$ cat src/rtl/chacha_pkg.sv
// rtl/chacha_pkg.sv - shared widths, buffer index width and FSM encoding for the ChaCha20 XOR stream
package chacha_pkg;

  localparam int BLOCK_BYTES = 64;
  localparam int KEY_W       = 256;
  localparam int NONCE_W     = 96;
  localparam int CTR_W       = 32;
  localparam int IDX_W       = $clog2(BLOCK_BYTES);

  typedef enum logic [1:0] {
    IDLE   = 2'd0,
    REQ    = 2'd1,
    FILL   = 2'd2,
    STREAM = 2'd3
  } state_t;

  function automatic logic is_last_idx(input logic [IDX_W-1:0] idx);
    return idx == IDX_W'(BLOCK_BYTES - 1);
  endfunction

endpackage

$ cat src/rtl/chacha_ks_buf.sv
// rtl/chacha_ks_buf.sv - 64x8 keystream block buffer with write/read indices and full/last flags
module chacha_ks_buf
  import chacha_pkg::*;
(
  input  logic       clk_i,
  input  logic       rst_i,
  input  logic       wr_clr_i,
  input  logic       wr_en_i,
  input  logic [7:0] wr_data_i,
  input  logic       rd_clr_i,
  input  logic       rd_en_i,
  output logic [7:0] rd_data_o,
  output logic       full_o,
  output logic       wr_last_o,
  output logic       rd_last_o
);

  logic [7:0]       mem [BLOCK_BYTES];
  logic [IDX_W-1:0] wr_idx;
  logic [IDX_W-1:0] rd_idx;

  assign rd_data_o = mem[rd_idx];
  assign wr_last_o = is_last_idx(wr_idx);
  assign rd_last_o = is_last_idx(rd_idx);

  // Keystream storage; contents are only meaningful once full_o is set, so no reset
  always_ff @(posedge clk_i) begin
    if (wr_en_i) begin
      mem[wr_idx] <= wr_data_i;
    end
  end

  // Index counters and the block-complete flag
  always_ff @(posedge clk_i) begin
    if (rst_i) begin
      wr_idx <= '0;
      rd_idx <= '0;
      full_o <= 1'b0;
    end else begin
      if (wr_clr_i) begin
        wr_idx <= '0;
        full_o <= 1'b0;
      end else if (wr_en_i) begin
        wr_idx <= wr_idx + 1'b1;
        if (wr_last_o) begin
          full_o <= 1'b1;
        end
      end
      if (rd_clr_i) begin
        rd_idx <= '0;
      end else if (rd_en_i) begin
        rd_idx <= rd_idx + 1'b1;
      end
    end
  end

endmodule

$ cat src/rtl/chacha_xor_stream.sv
// rtl/chacha_xor_stream.sv - byte-serial ChaCha20 XOR engine; CHACHA_CTR_GUARD_EN adds ctr_err_o counter-wrap guard
module chacha_xor_stream
  import chacha_pkg::*;
(
  input  logic               clk_i,
  input  logic               rst_i,
  input  logic [KEY_W-1:0]   key_i,
  input  logic [NONCE_W-1:0] nonce_i,
  input  logic [CTR_W-1:0]   counter_init_i,
  input  logic               load_i,
  output logic               busy_o,
  output logic [KEY_W-1:0]   ks_key_o,
  output logic [NONCE_W-1:0] ks_nonce_o,
  output logic [CTR_W-1:0]   ks_counter_o,
  output logic               ks_start_o,
  input  logic               ks_ready_i,
  input  logic [7:0]         ks_byte_i,
  input  logic               ks_byte_valid_i,
  input  logic [7:0]         pt_data_i,
  input  logic               pt_valid_i,
  input  logic               pt_last_i,
  output logic               pt_ready_o,
  output logic [7:0]         ct_data_o,
  output logic               ct_valid_o,
  output logic               ct_last_o,
  input  logic               ct_ready_i
`ifdef CHACHA_CTR_GUARD_EN
  ,
  output logic               ctr_err_o
`endif
);

  state_t     state;
  logic       ks_fire;
  logic       ks_wr_en;
  logic       pt_fire;
  logic       buf_full;
  logic       wr_last;
  logic       rd_last;
  logic [7:0] ks_rd_byte;

  assign ks_fire    = ks_start_o & ks_ready_i;
  assign ks_wr_en   = (state == FILL) & ks_byte_valid_i;
  assign pt_ready_o = (state == STREAM) & buf_full & (~ct_valid_o | ct_ready_i);
  assign pt_fire    = pt_valid_i & pt_ready_o;
  assign busy_o     = (state != IDLE);

  chacha_ks_buf u_ks_buf (
    .clk_i     (clk_i),
    .rst_i     (rst_i),
    .wr_clr_i  (ks_fire),
    .wr_en_i   (ks_wr_en),
    .wr_data_i (ks_byte_i),
    .rd_clr_i  (ks_wr_en & wr_last),
    .rd_en_i   (pt_fire),
    .rd_data_o (ks_rd_byte),
    .full_o    (buf_full),
    .wr_last_o (wr_last),
    .rd_last_o (rd_last)
  );

  // Session FSM: latch session, request a block, fill it, stream it, advance the counter
  always_ff @(posedge clk_i) begin
    if (rst_i) begin
      state        <= IDLE;
      ks_start_o   <= 1'b0;
      ks_key_o     <= '0;
      ks_nonce_o   <= '0;
      ks_counter_o <= '0;
`ifdef CHACHA_CTR_GUARD_EN
      ctr_err_o    <= 1'b0;
`endif
    end else begin
      case (state)
        IDLE: begin
          if (load_i) begin
            ks_key_o     <= key_i;
            ks_nonce_o   <= nonce_i;
            ks_counter_o <= counter_init_i;
            ks_start_o   <= 1'b1;
            state        <= REQ;
`ifdef CHACHA_CTR_GUARD_EN
            ctr_err_o    <= 1'b0;
`endif
          end
        end
        REQ: begin
          if (ks_fire) begin
            ks_start_o <= 1'b0;
            state      <= FILL;
          end
        end
        FILL: begin
          if (ks_wr_en && wr_last) begin
            state <= STREAM;
          end
        end
        STREAM: begin
          if (pt_fire) begin
            if (pt_last_i) begin
              state <= IDLE;
            end else if (rd_last) begin
`ifdef CHACHA_CTR_GUARD_EN
              if (ks_counter_o == '1) begin
                ctr_err_o <= 1'b1;
                state     <= IDLE;
              end else
`endif
              begin
                ks_counter_o <= ks_counter_o + 1'b1;
                ks_start_o   <= 1'b1;
                state        <= REQ;
              end
            end
          end
        end
        default: state <= IDLE;
      endcase
    end
  end

  // Single registered output stage; drains on its own, independent of the FSM state
  always_ff @(posedge clk_i) begin
    if (rst_i) begin
      ct_data_o  <= 8'h00;
      ct_valid_o <= 1'b0;
      ct_last_o  <= 1'b0;
    end else if (pt_fire) begin
      ct_data_o  <= pt_data_i ^ ks_rd_byte;
      ct_valid_o <= 1'b1;
      ct_last_o  <= pt_last_i;
    end else if (ct_ready_i) begin
      ct_valid_o <= 1'b0;
    end
  end

endmodule

$ cat config.mk
export PLATFORM = sky130hd
export DESIGN_NAME = chacha_xor_stream
export DESIGN_NICKNAME = d
export VERILOG_FILES = /design/src/rtl/chacha_pkg.sv /design/src/rtl/chacha_ks_buf.sv /design/src/rtl/chacha_xor_stream.sv
export SDC_FILE = /design/constraint.sdc
export NUM_CORES = 1
export LEC_CHECK = 0
export ABC_AREA = 1
export BUFFER_PORTS_ARGS = -buffer_cell sky130_fd_sc_hd__buf_2
export CORE_MARGIN = 5
export CORE_UTILIZATION = 35
export DETAILED_ROUTE_END_ITERATION = 10
export PLACE_DENSITY = 0.56
export SLEW_MARGIN = 25
export SYNTH_ARGS = -nofsm -noshare
export SYNTH_HDL_FRONTEND = slang
export SYNTH_SLANG_ARGS = --single-unit
$ cat constraint.sdc
create_clock -name clk_i -period 5.9 [get_ports clk_i]
set_input_delay 0.295 -clock clk_i [delete_from_list [all_inputs] [get_ports clk_i]]
set_output_delay 0.295 -clock clk_i [all_outputs]
set_load 0.01 [all_outputs]
==> results.toml <==
[outcome]
status = "finished clean"

[detailed_routing]
drt-pass1-iter-count = 6
wirelength_um = 149000
vias = 31600
drt-initial-drc-count = 3035
ant_nets = 0
drc = 0
avgViaCountPerCell = 4.94
wl_per_cell_um = 23.3

[synth]
yosysTopAreaCellShare_pct = 42.1
seq_area_frac_synth_pct = 64.8
synthTopCellsByArea = "edfxtp_1 42%, dfxtp_1 23%, nor2_1 8.3%"
yosysWarnings = 0
synthArstFlopShare_pct = 0
synth_top_flop_cell = "edfxtp_1"
synth_cell_types = 41
synth_nets = 4283
synth_most_common_cell = "nor2_1"
synth_cells = 3867
synth_common_cells = "811 x nor2_1, 781 x nand2_1, 512 x edfxtp_1, 486 x nand3_1, 416 x dfxtp_1"
synth-edff-count = 512
synth_seq_cells = 928
yosysTopAreaCell = "edfxtp_1"
synth_area_per_cell_sq_um = 9.45
syn_area_sq_um = 36600

[sta]
rsz0062_at_grt = "false"
setup_viol = 0
fin_crit_sh_pct = 60.4
tns_ps = 0
skew_ps = 43.6
drv_slew = 0
layout_min_cycle_time_ps = 3560
hold_viol_final = 0
max_freq_mhz = 281
tightest_slew_ps = 1170
relSlewSlack_pct = 21.8

[die]
start_util_pct = 35.3
ios = 805
die_w_um = 333
die_area_sq_um = 111000
num_rows = 118
fp.coreArea_sq_um = 104000
die_h_um = 333

[worst_hold_path]
worstHoldEndpoint = "ks_nonce_o[88]"
worstHoldStart = "nonce_i[88]"
hold-path-cell-count = 3
min_path_type = "input pin to flip-flop"

[place]
gp_congestion = 0.974
hpwlAfterDp_um = 103000
port_buffers = 804
dp_cells = 5838

[setup_path]
r2r_cells = 11
path_cells = "ha_4 > inv_1 > nor3_1 > buf_2"
crit_start = "state[0]"
regToRegEndpoint = "ks_counter_o[25]"
rrSetupSlack_ps = 2620
crit_slowest_cell = "nor3_1"
crit_path_end_kind = "output pin"
max_stage_delay_ps = 730
cp-start-kind = "flip-flop"
critPathKind = "flip-flop to output pin"
rr_startpoint = "state[0]"
worstPathArrival_ps = 3270
cp_data_required_time_ps = 5610
critPathMaxFanout = 58

[grt]
grt_pass1_wl_um = 212000
grt_pass1_vias = 30400
grt_usage_pct = 25.5
grt_max_degree = 191
antenna_found_initial = 21
grt_overflow_total = 0

[power]
power_mw = 18.7
pwr_density_cell_nw_per_um2 = 385
leakage_nw = 20.1
vdd_drop_max_mv = 0.332

[clocking]
cts.sinks = 928
cts_buffer_depth = 3
clk_latency_ps = 700
cts_tree = "done"
ctsResizeCount = 0
cts-buffers-inserted = 104
h-tree-depth = 3
clockRootBuffer = "clkbuf_16"
clk_pin_slew_ps = 60

[final_layout]
final_util_pct = 46.7
fillers = 9988
area_growth_syn_to_layout_pct = 32.5
instances_no_fill = 6392
final_nets = 5328
drive_above_1_share_pct = 20.7

[flow_run]
cap_violations = 0
cell families after synthesis:
group | share of synthesized area, %
AND/OR/NAND/NOR | 24.1
flip-flops | 64.8
AO/OA/AOI/OAI | 6.51
buffers and inverters | 4.04
XOR/XNOR | 0.240
adder cells (fa/ha/maj) | 0.274
through the flow:
step	setup WS, ps	hold slack, ps	area, sq um
after floorplan	3630	394	36600
after global placement	2280	457	41500
after detailed placement	2250	465	41500
after CTS	1700	4.68	48400
after global routing	2090	12.2	48400
final	2340	13.6	48400
flip-flops by register name (all words and copies together), names as in the netlist, named ones only:
| register | cells |
|---|---|
| ks_counter_o | 32 |
| u_ks_buf.rd_idx | 6 |
| u_ks_buf.mem | 512 |
| ks_start_o | 1 |
| u_ks_buf.full_o | 1 |
| ct_valid_o | 1 |
| u_ks_buf.wr_idx | 6 |
| ks_key_o | 256 |
| state | 2 |
| ks_nonce_o | 96 |
| ct_data_o | 8 |
| ct_last_o | 1 |
worst max-delay path by stage:
| stage | end | slack (ps) | cells after the start |
|---|---|---|---|
| final | pt_ready_o | 2340 | 4 |
| after global routing | pt_ready_o | 2090 | 4 |
| after CTS | pt_ready_o | 1700 | 4 |
| after detailed placement | ks_counter_o[25] | 2250 | 11 |
| after global placement | ks_counter_o[22] | 2280 | 11 |
| after floorplan | u_ks_buf.mem[52][0] | 3630 | 6 |
where the power goes:
part / switching [mW] / leakage (nW) / internal [mW] / total [mW]
clock network: 2.74 / 1.68 / 3.75 / 6.49
registers: 0.494 / 8.04 / 7.53 / 8.02
logic: 2.77 / 10.4 / 1.39 / 4.16
final cells by class:
type | instances | area [sq um] | share of cell area [%]
sequential | 928 | 23700 | 49.0
multi-input combinational | 2615 | 11400 | 23.5
timing repair buffer | 1187 | 7840 | 16.2
clock buffer | 146 | 2900 | 6.00
tap | 1380 | 1730 | 3.56
clock inverter | 49 | 519 | 1.07
inverter | 76 | 310 | 0.641
antenna | 11 | 27.5 | 0.0568
worst max-delay path, delay by kind of cell (launching register included):
| family | cells | cell delay, ps |
|---|---|---|
| simple gates | 1 | 730 |
| fa+ha+maj | 1 | 560 |
| flops | 1 | 440 |
| buf+inv | 2 | 810 |
layer usage:
metal	vias to the layer above	track usage [%]	part of all wire, %
li1	15100	-	-
met1	15000	32.3	40
met2	1237	42.5	48
met3	227	6.76	8.2
met4	6	8.90	3.8
met5	-	0	0.032
placed cells by master, fill, tap and decap left out, types with 11 or more instances in the layout:
cell type,n
a21oi_1,43
dfxtp_1,413
nand3_1,486
clkbuf_1,27
buf_4,31
o21ai_0,378
nand2_1,780
edfxtp_1,512
inv_1,65
nor2_1,811
clkbuf_8,12
clkinv_2,22
nor3_1,20
diode_2,11
dlygate4sd3_1,348
clkbuf_16,105
buf_2,803
timing repair:
item / CTS / global route
setup buffers: 0 / 0
endpoints found under the setup margin: 0 / 0
hold endpoints to repair: 349 / 0
hold buffers: 348 / 0
No activity file was read; power rests on OpenSTA's default activity.
